<file path="config.mk">
export PLATFORM = sky130hd
export DESIGN_NAME = wb_dsp_bus_arbiter
export DESIGN_NICKNAME = d
export VERILOG_FILES = /design/src/rtl/wb_dsp_bus_arbiter.sv
export SDC_FILE = /design/constraint.sdc
export NUM_CORES = 1
export LEC_CHECK = 0
export ABC_CLOCK_PERIOD_IN_PS = 1400
export CORE_AREA = 8 8 125 127
export CTS_CLUSTER_SIZE = 16
export DETAILED_ROUTE_END_ITERATION = 6
export DIE_AREA = 0 0 133 135
export DONT_BUFFER_PORTS = 1
export PLACE_DENSITY = 0.34
export SYNTH_ARGS = -nofsm -noshare
export SYNTH_HDL_FRONTEND = slang
export SYNTH_SLANG_ARGS = --single-unit
</file>
<file path="constraint.sdc">
create_clock -name wb_clk -period 1.4 [get_ports wb_clk]
set_input_delay 0.28 -clock wb_clk [delete_from_list [all_inputs] [get_ports wb_clk]]
set_output_delay 0.28 -clock wb_clk [all_outputs]
set_load 0.02 [all_outputs]
</file>
<file path="src/rtl/wb_dsp_bus_arbiter.sv">
// wb_dsp_bus_arbiter: two-master Wishbone B3 arbiter (DSP m0, host m1), cycle-granular round-robin
// define WB_DSP_ARB_TIMEOUT_EN to add the stalled-slave watchdog (parameter timeout_cycles)
module wb_dsp_bus_arbiter #(
   parameter int aw = 32,
   parameter int dw = 32
`ifdef WB_DSP_ARB_TIMEOUT_EN
   ,parameter int timeout_cycles = 255
`endif
) (
   input  logic          wb_clk,
   input  logic          wb_rst,
   input  logic [aw-1:0] m0_adr_i,
   input  logic [dw-1:0] m0_dat_i,
   input  logic [3:0]    m0_sel_i,
   input  logic          m0_we_i,
   input  logic          m0_cyc_i,
   input  logic          m0_stb_i,
   input  logic [2:0]    m0_cti_i,
   input  logic [1:0]    m0_bte_i,
   output logic [dw-1:0] m0_dat_o,
   output logic          m0_ack_o,
   output logic          m0_err_o,
   output logic          m0_rty_o,
   input  logic [aw-1:0] m1_adr_i,
   input  logic [dw-1:0] m1_dat_i,
   input  logic [3:0]    m1_sel_i,
   input  logic          m1_we_i,
   input  logic          m1_cyc_i,
   input  logic          m1_stb_i,
   input  logic [2:0]    m1_cti_i,
   input  logic [1:0]    m1_bte_i,
   output logic [dw-1:0] m1_dat_o,
   output logic          m1_ack_o,
   output logic          m1_err_o,
   output logic          m1_rty_o,
   output logic [aw-1:0] s_adr_o,
   output logic [dw-1:0] s_dat_o,
   output logic [3:0]    s_sel_o,
   output logic          s_we_o,
   output logic          s_cyc_o,
   output logic          s_stb_o,
   output logic [2:0]    s_cti_o,
   output logic [1:0]    s_bte_o,
   input  logic [dw-1:0] s_dat_i,
   input  logic          s_ack_i,
   input  logic          s_err_i,
   input  logic          s_rty_i,
   output logic [1:0]    grant
);
   typedef enum logic [1:0] {IDLE, GRANT0, GRANT1} state_t;
   state_t state, state_nx;
   logic last_owner, g0, g1, stb_raw, term, tmo;
   always_ff @(posedge wb_clk)
      if (wb_rst) begin
         state      <= IDLE;
         last_owner <= 1'b1;
      end else begin
         state <= state_nx;
         if (state != IDLE && state_nx == IDLE) last_owner <= state == GRANT1;
      end
   // owners always pass through IDLE; contention goes to whoever did not own last
   always_comb
      state_nx = state == GRANT0 ? (m0_cyc_i ? GRANT0 : IDLE) :
                 state == GRANT1 ? (m1_cyc_i ? GRANT1 : IDLE) :
                 m0_cyc_i && m1_cyc_i ? (last_owner ? GRANT0 : GRANT1) :
                 m0_cyc_i ? GRANT0 : m1_cyc_i ? GRANT1 : IDLE;
   always_comb begin
      g0    = state == GRANT0;
      g1    = state == GRANT1;
      grant = {g1, g0};
   end
   assign s_adr_o = g0 ? m0_adr_i : g1 ? m1_adr_i : '0;
   assign s_dat_o = g0 ? m0_dat_i : g1 ? m1_dat_i : '0;
   assign s_sel_o = g0 ? m0_sel_i : g1 ? m1_sel_i : '0;
   assign s_we_o  = g0 ? m0_we_i  : g1 ? m1_we_i  : 1'b0;
   assign s_cyc_o = g0 ? m0_cyc_i : g1 ? m1_cyc_i : 1'b0;
   assign s_cti_o = g0 ? m0_cti_i : g1 ? m1_cti_i : '0;
   assign s_bte_o = g0 ? m0_bte_i : g1 ? m1_bte_i : '0;
   assign stb_raw = g0 ? m0_stb_i : g1 ? m1_stb_i : 1'b0;
   assign s_stb_o = stb_raw & ~tmo;
   assign term    = s_ack_i | s_err_i | s_rty_i;
`ifdef WB_DSP_ARB_TIMEOUT_EN
   localparam int tw = $clog2(timeout_cycles + 1) > 8 ? $clog2(timeout_cycles + 1) : 8;
   logic [tw-1:0] cnt;
   assign tmo = cnt == tw'(timeout_cycles);
   // held at zero while idle so every new grant starts a fresh count
   always_ff @(posedge wb_clk)
      if (wb_rst || state == IDLE || term || tmo) cnt <= '0;
      else if (stb_raw) cnt <= cnt + tw'(1);
`else
   assign tmo = 1'b0;
`endif
   assign m0_dat_o = s_dat_i;
   assign m1_dat_o = s_dat_i;
   assign m0_ack_o = g0 & s_ack_i;
   assign m1_ack_o = g1 & s_ack_i;
   assign m0_err_o = g0 & (s_err_i | tmo);
   assign m1_err_o = g1 & (s_err_i | tmo);
   assign m0_rty_o = g0 & s_rty_i;
   assign m1_rty_o = g1 & s_rty_i;
endmodule

</file>
==> results of run 1 <==
metal layers:
metal  global-route usage, %  up-vias
met5                       0        -
met4                   2.524        0
met3                   3.715       14
met2                   14.73      145
met1                   9.146      650
li1                        -      535
state kept, by name, summed over array words and instances, names as in the netlist:
signal	flops
last_owner	1
state	2
Yosys cell counts:
| cell type | number |
|---|---|
| o221ai_1 | 1 |
| nor2b_1 | 2 |
| buf_2 | 18 |
| a22o_1 | 75 |
| dfxtp_1 | 3 |
| buf_4 | 66 |
| and2_1 | 6 |
| inv_1 | 3 |
| nand2_1 | 2 |
| a21oi_1 | 4 |
| o211a_1 | 2 |
| o21ai_0 | 1 |
cells in the final DEF (no fill, tap or decap):
cell type  count
clkbuf_16      8
buf_6          5
dfxtp_1        1
o211a_1        2
and2_4         6
o221ai_1       1
dfxtp_4        2
o21ai_1        1
buf_8          4
a21oi_1        4
buf_16         7
a22o_4        75
clkbuf_1       1
nor2b_4        2
inv_1          3
nand2_2        1
nand2_1        1
buf_4          8
buf_12         3
cells by family after synthesis:
family | after synthesis | share of synthesized area (%)
compound gates | 83 | 49.87
simple gates | 10 | 4.039
flops | 3 | 4.214
buf+inv | 87 | 41.88
worst max path at each step:
stage                  start          end  slack (ps)  cells after the start
global placement    state[0]   s_dat_o[1]         -50                      3
finish              state[1]  s_dat_o[22]        -190                      4
CTS                 state[1]   s_sel_o[0]        -190                      4
global route        state[1]  s_dat_o[24]        -230                      4
floorplan           state[1]   s_adr_o[0]          50                      4
detailed placement  state[0]   s_adr_o[8]        -110                      3
per-stage QoR:
stage | std cells | area (sq um)
floorplan | 183 | 1425
global placement | 289 | 1205
detailed placement | 289 | 1205
CTS | 306 | 2197
global route | 315 | 2395
finish | 315 | 2395
layout make-up:
cell class | count | area (sq um) | share of cell area, %
Timing Repair Buffer | 32 | 554.3 | 23.15
Multi-Input combinational cell | 93 | 1458 | 60.87
Sequential cell | 3 | 67.56 | 2.821
Clock buffer | 4 | 78.83 | 3.292
Tap cell | 180 | 225.2 | 9.404
Inverter | 3 | 11.26 | 0.4702
power by group through the flow:
stage	combinational [mW]	clock, mW	sequential, mW
after global routing	0.962	0.479	0.0963
after global placement	0.540	0	0.0968
after CTS	0.857	0.463	0.0972
after floorplan	0.722	0	0.0952
final	0.920	0.458	0.0953
after detailed placement	0.540	0	0.0976
critical path: stages (launching register included):
cell and delay, ps:
dfxtp_4 350, nor2b_4 140, buf_6 140, clkbuf_16 170, a22o_4 290
what timing repair did:
action / 4_1_cts / 5_1_grt
buffers inserted: 7 / 3
endpoints found under the setup margin: 84 / 84
pin swaps: 46 / 15
hold endpoints to repair: 0 / 0
gates resized for setup: 163 / 10
cloned: 6 / 6
==> out/metrics.cfg, run 1 <==
[outcome]
status=complete, but fails checks
violations=setup timing

[global_route]
grt_max_degree=27
grt_pass1_wl_microns=11900
grt_pass1_vias=1547
grtUsageTotal_pct=8.493
antenna_found_initial=0
gr-total-overflow=0

[timing]
min_period_ps=1590
period_share_pct=113.6
tns_ps=-14130
drv_slew=0
worst_slew_pin_slew_ps=181.5
max_freq_ghz=0.6288
setup_viol=84
fin_ws_ps=-190.4
slew_headroom_pct=87.90
fin_hold_ws_ps=201.1
fin_skew_ps=0.1876
rsz0062_at_grt=true
hold_viol=0

[clock_network]
postCtsHoldBufs=0
clock_latency_ps=220
root_buffer=clkbuf_16
cts_buffers=3
clk_path_buf_depth=2
cts_tree=yes
cts_sinks=3
clk_pin_slew_ps=30
htreeDepth=1

[run]
cap_violations=0

[power_and_ir_drop]
p_sw_share_pct=38.17
seq_power_share_pct=6.5
power.switching_mw=0.5624
clockPowerShare_pct=31.1
internal_power_mw=0.9109
irDropWorstVdd_mv=0.7503
comb_power_share_pct=62.5
total_power_mw=1.473
power.density_nw_per_um2=615.2
power.leakage_nw=1.108

[route]
drtAntennaViolNets=0
drc=0
drtIter0Drc=45
vias=1344
post_drt_wl_per_cell_microns=28.74
wl_met1_microns=3359
routed_wirelength_microns=9052
wl_met2_microns=4482
vias_per_cell=4.267
drt-pass1-iter-count=4
routed.top_layer=met4
routed-wl-met3_microns=1084

[die]
dieArea_sq_um=17960
fp-row-count=43
die_x_microns=133
die_y_microns=135
ioPinCount=337
initial_core_util_pct=10.47
core_sq_um=13610

[critical_path]
start_kind=register
r2r_slack_ps=20
critPathArrivalTime_ps=1310
end_kind=primary output
r2r-start=state[1]
rr_worst_depth=6
critPathMaxFanout=7
crit_required_ps=1120
reg2reg_to=state[0]
critical_path_class=register to primary output

[synthesis]
synthTopCellsByArea=a22o_1, buf_4, buf_2
synth.cell_area_sq_um=1425
synth_fp_nets=372
yosysSeqAreaShare_pct=4.214
yosys.area.top_type=a22o_1
yosys.cell_types.count=12
postSynthCellCount=183
syn_avg_cell_area_sq_um=7.788
ys_seq_elements=3
synth.top_cell.area_share_pct=46.09
yosys_warnings=0

[worst_hold_path]
hp-start=m0_cyc_i
hold_path.class=input port to register
min_path_cells=1
hold_end=state[0]

[placed_design]
dp_hpwl_microns=5525
place.port_buffers=0
place.gp.congestion=0.6945
pre_cts_slack_ps=-106.9

[cells_and_area]
antenna_cells=0
nets=325
fillers=1457
utilization_pct=17.59
area_growth_pct=68.04
drive_above_1_share_pct=89.63

(Power assumes the default switching activity.)
==> inputs of run 2 (changes only) <==
--- a/config.mk
+++ b/config.mk
@@ -11,6 +11,7 @@
 export DETAILED_ROUTE_END_ITERATION = 6
 export DIE_AREA = 0 0 133 135
 export DONT_BUFFER_PORTS = 1
+export GPL_TIMING_DRIVEN = 0
 export PLACE_DENSITY = 0.34
 export SYNTH_ARGS = -nofsm -noshare
 export SYNTH_HDL_FRONTEND = slang
==> out/metrics.cfg, run 2 (same netlist as run 1, synthesis figures left out) <==
[cells_and_area]
final_area_sq_um=2913  ; +22%
largest_registers=state: 2 flops, last_owner: 1 flops
fillers=1433  ; -1.6%
layout_common_cells=a22o_4, buf_4, buf_12, and2_4, clkbuf_16
final_common_cell=a22o_4
antenna_cells=0  ; unchanged
post_layout_nonfiller_instances=380  ; +21%
drive_above_1_share_pct=93.50  ; +3.9 points
utilization_pct=21.40  ; +3.8 points
multi_input_area_sq_um=1469  ; +0.77%
top_register=state
largest_register_ffs=2  ; unchanged
nets=390  ; +20%
area_growth_pct=104.4
ff_latch_area_sq_um=67.56  ; unchanged

[die]
die_y_microns=135  ; unchanged
core_sq_um=13610  ; unchanged
die_x_microns=133  ; unchanged
fp-row-count=43  ; unchanged
initial_core_util_pct=10.47  ; unchanged
ioPinCount=337  ; unchanged
dieArea_sq_um=17960  ; unchanged

[power_and_ir_drop]
power.switching_mw=0.7050  ; +25%
comb_power_share_pct=68.8  ; +6.3 points
clockPowerShare_pct=25.7  ; -5.4 points
internal_power_mw=1.043  ; +15%
power.leakage_nw=1.418  ; +28%
p_sw_share_pct=40.32  ; +2.2 points
power.density_nw_per_um2=600.2  ; -2.4%
irDropWorstVdd_mv=0.6043  ; -19%
total_power_mw=1.748  ; +19%
seq_power_share_pct=5.5  ; -1.0 points

[timing]
period_share_pct=113.9  ; +0.27 points
fin_ws_ps=-194.2  ; -3.803 ps
hold_viol=0  ; unchanged
min_period_ps=1594  ; +3.803 ps
rsz0062_at_grt=true
worst_slew_pin_slew_ps=247.3  ; +65.72 ps
slew_headroom_pct=83.45  ; -4.4 points
fin_skew_ps=0.1146  ; -0.07301 ps
max_freq_ghz=0.6273  ; -0.24%
setup_viol=84  ; unchanged
drv_slew=0  ; unchanged
fin_hold_ws_ps=193.9  ; -7.163 ps
tns_ps=-14530  ; -399.8 ps

[global_route]
gr-total-overflow=0  ; unchanged
grtUsageTotal_pct=9.165  ; +0.67 points
grt_max_degree=11  ; -59%
antenna_found_initial=0  ; unchanged
grt_pass1_wl_microns=13140  ; +10%
grt_pass1_vias=1839  ; +19%

[placed_design]
dp_hpwl_microns=7019  ; +27%
placed_cells=363  ; +26%
place.gp.congestion=0.7173  ; +3.3%
pre_cts_slack_ps=-449.6  ; -342.6 ps
post_dp_cell_area_sq_um=1650  ; +37%
place.port_buffers=0  ; unchanged

[critical_path]
rr_worst_depth=6  ; unchanged
crit_required_ps=1120  ; about the same
cp_num_cells=4  ; unchanged
start_kind=register
cpMostUsedCell=buf_12
critPathCapture=s_adr_o[8]
end_kind=primary output
critical_path_class=register to primary output
crit_slowest_cell=dfxtp_4
startpoint=state[1]
slowest_delay_ps=350  ; about the same
crit_family=flip-flops
critPathMaxFanout=10  ; +3
reg2reg_to=state[1]
r2r_slack_ps=70  ; +50 ps
cp.buffers_inverters=2  ; unchanged
r2r-start=state[0]
critPathArrivalTime_ps=1310  ; about the same
crit_chain=nor2b_4 -> buf_12 -> buf_12 -> a22o_4

[worst_hold_path]
hold_path.class=input port to register

[clock_network]
cts_sinks=3  ; unchanged
cts_tree=yes
clk_path_buf_depth=2  ; unchanged
clock_latency_ps=220  ; about the same
root_buffer=clkbuf_16
cts_buffers=3  ; unchanged
postCtsHoldBufs=0  ; unchanged
htreeDepth=1  ; unchanged
clk_pin_slew_ps=30  ; about the same

[outcome]
violations=setup timing
status=complete, but fails checks

[route]
vias_per_cell=4.168  ; -2.3%
drtAntennaViolNets=0  ; unchanged
vias=1584  ; +18%
drtIter0Drc=23  ; -49%
drt-pass1-iter-count=4  ; unchanged
drc=0  ; unchanged
routed_wirelength_microns=9455  ; +4.5%
post_drt_wl_per_cell_microns=24.88  ; -13%

[run]
cap_violations=0  ; unchanged

## run 2: layer usage
layer / global-route usage, % / share of wire, % / vias to the layer above
li1: - / - / 672
met1: 9.621 / 34 / 742
met2: 16.92 / 53 / 168
met3: 4.309 / 13 / 2
met4: 0.6309 / 0.29 / 0
met5: 0 / 0 / -
## run 2: worst min-delay path by stage
| stage | from | to | slack (ps) | cells past startpoint |
|---|---|---|---|---|
| 6_report | m1_cyc_i | state[1] | 190 | 1 |
| 5_1_grt | m1_cyc_i | state[1] | 190 | 1 |
| 4_1_cts | m1_cyc_i | state[1] | 190 | 1 |
| 3_5_place_dp | m1_cyc_i | state[1] | 430 | 1 |
| 3_3_place_gp | m1_cyc_i | state[1] | 430 | 1 |
| 2_1_floorplan | wb_rst | last_owner | 410 | 2 |
## run 2: power groups by stage
| stage | sequential (mW) | combinational [mW] | clock, mW |
|---|---|---|---|
| detailed placement | 0.0965 | 0.813 | 0 |
| floorplan | 0.0952 | 0.722 | 0 |
| finish | 0.0957 | 1.20 | 0.449 |
| CTS | 0.0961 | 1.17 | 0.462 |
| global placement | 0.0962 | 0.817 | 0 |
| global route | 0.0966 | 1.26 | 0.473 |
## run 2: worst register-to-register path, cell delays in order, from the launching register on
cell     delay (ps)
dfxtp_4         360
nor2b_4         210
buf_6           180
buf_4           130
buf_4           100
a21oi_1          40
o211a_1         200
## run 2: what timing repair did
item                       in CTS  in global routing
setup endpoints to repair      84                 84
resized for setup             231                 11
buffers inserted                4                  1
pin swaps                      26                  9
gates cloned                    5                  3
## run 2: cell type report
type | instances | area share [%]
Tap cell | 180 | 7.732
Timing Repair Buffer | 13 | 7.603
Clock buffer | 4 | 2.706
Inverter | 3 | 0.3866
Multi-Input combinational cell | 93 | 50.43
Buffer | 84 | 28.82
Sequential cell | 3 | 2.320
==> inputs of run 3 (changes only) <==
--- a/config.mk
+++ b/config.mk
@@ -7,7 +7,7 @@
 export LEC_CHECK = 0
 export ABC_CLOCK_PERIOD_IN_PS = 1400
 export CORE_AREA = 8 8 125 127
-export CTS_CLUSTER_SIZE = 16
+export CTS_CLUSTER_SIZE = 30
 export DETAILED_ROUTE_END_ITERATION = 6
 export DIE_AREA = 0 0 133 135
 export DONT_BUFFER_PORTS = 1
==> results of run 3 <==
The final DEF is identical to that of run 2; final timing and power are the same.
==> variant 1: new RTL, settings of run 2 <==
Change the parameter `dw` from 32 to 16.
--- a/src/rtl/wb_dsp_bus_arbiter.sv
+++ b/src/rtl/wb_dsp_bus_arbiter.sv
@@ -3,5 +3,5 @@
 module wb_dsp_bus_arbiter #(
    parameter int aw = 32,
-   parameter int dw = 32
+   parameter int dw = 16
 `ifdef WB_DSP_ARB_TIMEOUT_EN
    ,parameter int timeout_cycles = 255
Ports: changed (6 resized); port bits go from 337 to 241. No check against the original RTL was run, so the function may have changed too.
==> variant 1 against run 2 <==
- the flow still finishes with violations (setup timing)
- largest power group unchanged
- non-clock buffer count is 38 lower
- setup slack got worse by 0.020 ns
- critical path depth unchanged
- sequential cell count unchanged
- critical endpoint is now s_adr_o[20]
- synthesized cell count shrank 28%
- cell area fell by 31%
- count of clock-buffer cells in the layout stayed put
- routed wire length decreased by 30%
- first-iteration DRC count grew 57%
- worst hold slack lost 0.0025 ns
- synthesized area fell by 24%
- total power down 22%
==> variant 1: results <==
metrics = {
    "min_path": {
        "whs_path_depth": 1,
        "worstHoldStart": "m0_cyc_i",
        "worstHoldPathType": "in -> reg",
        "hold_path_end": "state[0]",
    },
    "placement": {
        "place_inst": 311,
        "dpl_cell_area_um2": 1310,
        "gp_congestion": 0.659,
        "place_ws_ns": -0.219,
        "dp_hpwl_um": 5230,
    },
    "logic_synthesis": {
        "seq_area_frac_synth_pct": 5.56,
        "synthTopCellsByCount": "59 x a22o_1, 39 x buf_4, 6 x and2_1, 6 x buf_6, 4 x a21oi_1",
        "synthCells": 131,
        "syn_nets": 272,
        "yosys-top-cells-area": "a22o_1 48%, buf_4 27%, buf_6 6.2%",
        "synth_cell_types": 14,
    },
    "layout": {
        "seq_cell_count": 3,
        "drive_gt1_share_pct": 91.1,
        "fill_cells": 1488,
        "num-multi-input-gates": 77,
        "area_delta_synth_final_pct": 85.9,
        "clock_area_share_pct": 3.92,
        "multi_input_area_um2": 1050,
        "bufAreaShareNonClock_pct": 28.8,
        "nNonClkBuffers": 59,
        "fin_nets": 288,
    },
    "timing": {
        "whs_ns": 0.191,
        "worstMarginPinSlew_ns": 0.218,
        "setup_viol_count_final": 68,
        "fin_setup_tns_ns": -12.07,
        "fin_skew_ns": 0.00354,
        "post-route-worst-setup-slack_ns": -0.214,
    },
    "route": {
        "dr_wl_met2_um": 3690,
        "wl_met3_um": 855,
        "wl_met1_um": 2050,
        "drtIter0Drc": 36,
        "vias": 1179,
        "wire_per_inst_um": 20.3,
        "drt_wl_total_um": 6630,
    },
    "global_route": {
        "met2_usage_pct": 12.4,
        "grt_pass1_vias": 1409,
        "grt_pass1_wl_um": 9160,
        "use_met1_pct": 5.70,
        "grt_usage_pct": 6.36,
    },
    "critical_path": {
        "critical_path.slowest_cell": "dfxtp_2",
        "slowest_delay_ns": 0.33,
        "r2r_slack_ns": 0.12,
        "r2r-start": "state[1]",
        "arrival_ns": 1.33,
    },
    "pwr": {
        "max-vdd-ir-drop_mv": 0.479,
        "p_clk_share_pct": 34.3,
        "internal_power_mw": 0.830,
        "leakagePower_nw": 0.940,
        "powerSeq_mw": 0.0956,
        "power.share.sequential_pct": 7.0,
    },
    "clocking": {
        "ctsHtreeMaxLevel": 1,
        "clock_path_buffers": 2,
        "cts_resized": 122,
        "cts_setup_buffers": 5,
    },
    "run_status": {
        "failed_checks": "setup timing",
        "status": "finished with violations",
    },
}
## variant 1: cell count changes in the layout (fill, tap and decap cells not counted), sizes merged
| cell | run 2 | this run |
|---|---|---|
| a22o | 75 | 59 |
| and2b | 0 | 1 |
| buf | 94 | 57 |
| clkbuf | 7 | 6 |
| nor2b | 2 | 1 |
## variant 1: worst max path at each step
| stage | start | end | slack, ns | cells after the start |
|---|---|---|---|---|
| after CTS | state[1] | s_dat_o[6] | -0.22 | 4 |
| after detailed placement | state[1] | s_dat_o[6] | -0.22 | 4 |
| final | state[1] | s_adr_o[20] | -0.21 | 4 |
| after global placement | state[1] | s_dat_o[6] | -0.19 | 4 |
| after global routing | state[1] | s_dat_o[6] | -0.25 | 4 |
| after floorplan | state[1] | s_cyc_o | 0.05 | 5 |
## variant 1: logic make-up after synthesis
family / Yosys count / share of synthesized area [%]
AO/OA/AOI/OAI: 67 / 52.8
buffers and inverters: 51 / 35.8
AND/OR/NAND/NOR: 10 / 5.90
flip-flops: 3 / 5.56
==> variant 2: new RTL, flow settings as in run 2 <==
Made on the original files. The 3 states of `state_t` get a one-hot encoding in 3 bits.
--- a/src/rtl/wb_dsp_bus_arbiter.sv
+++ b/src/rtl/wb_dsp_bus_arbiter.sv
@@ -48,5 +48,5 @@
    output logic [1:0]    grant
 );
-   typedef enum logic [1:0] {IDLE, GRANT0, GRANT1} state_t;
+   typedef enum logic [2:0] {IDLE = 3'b001, GRANT0 = 3'b010, GRANT1 = 3'b100} state_t;
    state_t state, state_nx;
    logic last_owner, g0, g1, stb_raw, term, tmo;
Behaviour: same outputs for any inputs over 10 cycles, from zero or initial values and one cycle with wb_rst high; not proved beyond that.
==> variant 2 against run 2 <==
- sequential power up 38%
- sequential cell count up 1
- setup slack worse by 0.19 ns
- routed wire length down 2.1%
- largest cell class unchanged
- synthesized area up 13%
- cell area down 2.7%
- total power down 24%
- the run still ends with setup timing left
- core utilization down 0.59 points
- largest power group unchanged
==> variant 2: results <==
metrics = {
    "run_status": {
        "status": "finished with violations",
        "failed_checks": "setup timing",
    },
    "pwr": {
        "powerComb_mw": 0.759,
        "max-vdd-ir-drop_mv": 0.398,
        "p_comb_share_pct": 56.9,
        "leakagePower_nw": 1.39,
    },
    "placement": {
        "dp_hpwl_um": 7230,
        "dpl_cell_area_um2": 2010,
        "place_inst": 367,
    },
    "layout": {
        "largest_register_ffs": 3,
        "fin_nets": 388,
        "reg_top3": "state (3), last_owner (1)",
        "layoutNonFillerInstCount": 377,
    },
    "critical_path": {
        "critical_path.slowest_cell": "or3b_4",
        "cpLargestDelayFamily": "buffers and inverters",
        "cp_max_fo": 6,
        "slowest_delay_ns": 0.39,
        "arrival_ns": 1.51,
    },
    "logic_synthesis": {
        "syn_area_per_cell_um2": 8.64,
        "synth_cell_types": 23,
        "seq_area_frac_synth_pct": 4.95,
        "yosys-top-cells-area": "a22o_1 41%, buf_4 31%, buf_12 9.9%",
        "syn_nets": 376,
    },
    "route": {
        "routed_via_density": 4.21,
        "drt_wl_total_um": 9260,
        "dr_wl_met2_um": 5090,
        "drtIter0Drc": 37,
    },
    "timing": {
        "post-route-worst-setup-slack_ns": -0.386,
        "setup_viol_count_final": 84,
        "worstMarginPinSlew_ns": 0.204,
        "fin_skew_ns": 0.000853,
    },
    "global_route": {
        "grt_pass1_wl_um": 12000,
        "grt_usage_pct": 8.15,
        "grt_pass1_vias": 1837,
    },
}
-- variant 2: cell types whose count changed after synthesis, sizes merged, moves of 2 or more --
| cell | change |
|---|---|
| clkbuf | +7 |
| buf | -7 |
| a21oi | -3 |
| o211a | -2 |
| inv | -2 |
| nor3b | +2 |
| nand2b | +3 |
-- variant 2: cells by family (layout without fill, tap and decap cells) --
group	count (synthesis)	count (layout)	synth area share, %
AO/OA/AOI/OAI	82	82	44.0
flip-flops	4	4	4.95
AND/OR/NAND/NOR	16	16	6.58
buffers and inverters	85	95	44.5
-- variant 2: what timing repair did --
| item | CTS | global route |
|---|---|---|
| resized for setup | 113 | 29 |
| setup endpoints to repair | 84 | 85 |
| pin swaps | 2 | 53 |
| cloned | 0 | 5 |
| setup buffers | 2 | 0 |
-- variant 2: layout make-up --
| cell class | count | area, µm² |
|---|---|---|
| clock buffer | 3 | 75.1 |
| tap | 180 | 225 |
| timing repair buffer | 6 | 115 |
| fill | 1435 | 10800 |
| sequential | 4 | 82.6 |
| timing repair inverter | 1 | 30.0 |
| buffer | 84 | 768 |
| inverter | 1 | 30.0 |
| multi-input combinational | 98 | 1510 |
-- variant 2: metal layers --
metal | vias to the layer above | global-route usage, %
li1 | 673 | -
met3 | 2 | 4.09
met5 | - | 0
met1 | 735 | 7.90
met4 | 0 | 0.946
met2 | 177 | 15.5
-- variant 2: worst paths after layout --
| check | endpoint | from | cells past startpoint |
|---|---|---|---|
| setup reg to reg | state[2] | state[2] | 4 |
| hold / removal | state[2] | wb_rst | 1 |
| setup / recovery | s_adr_o[6] | state[2] | 5 |
| hold reg to reg | state[2] | last_owner | 1 |
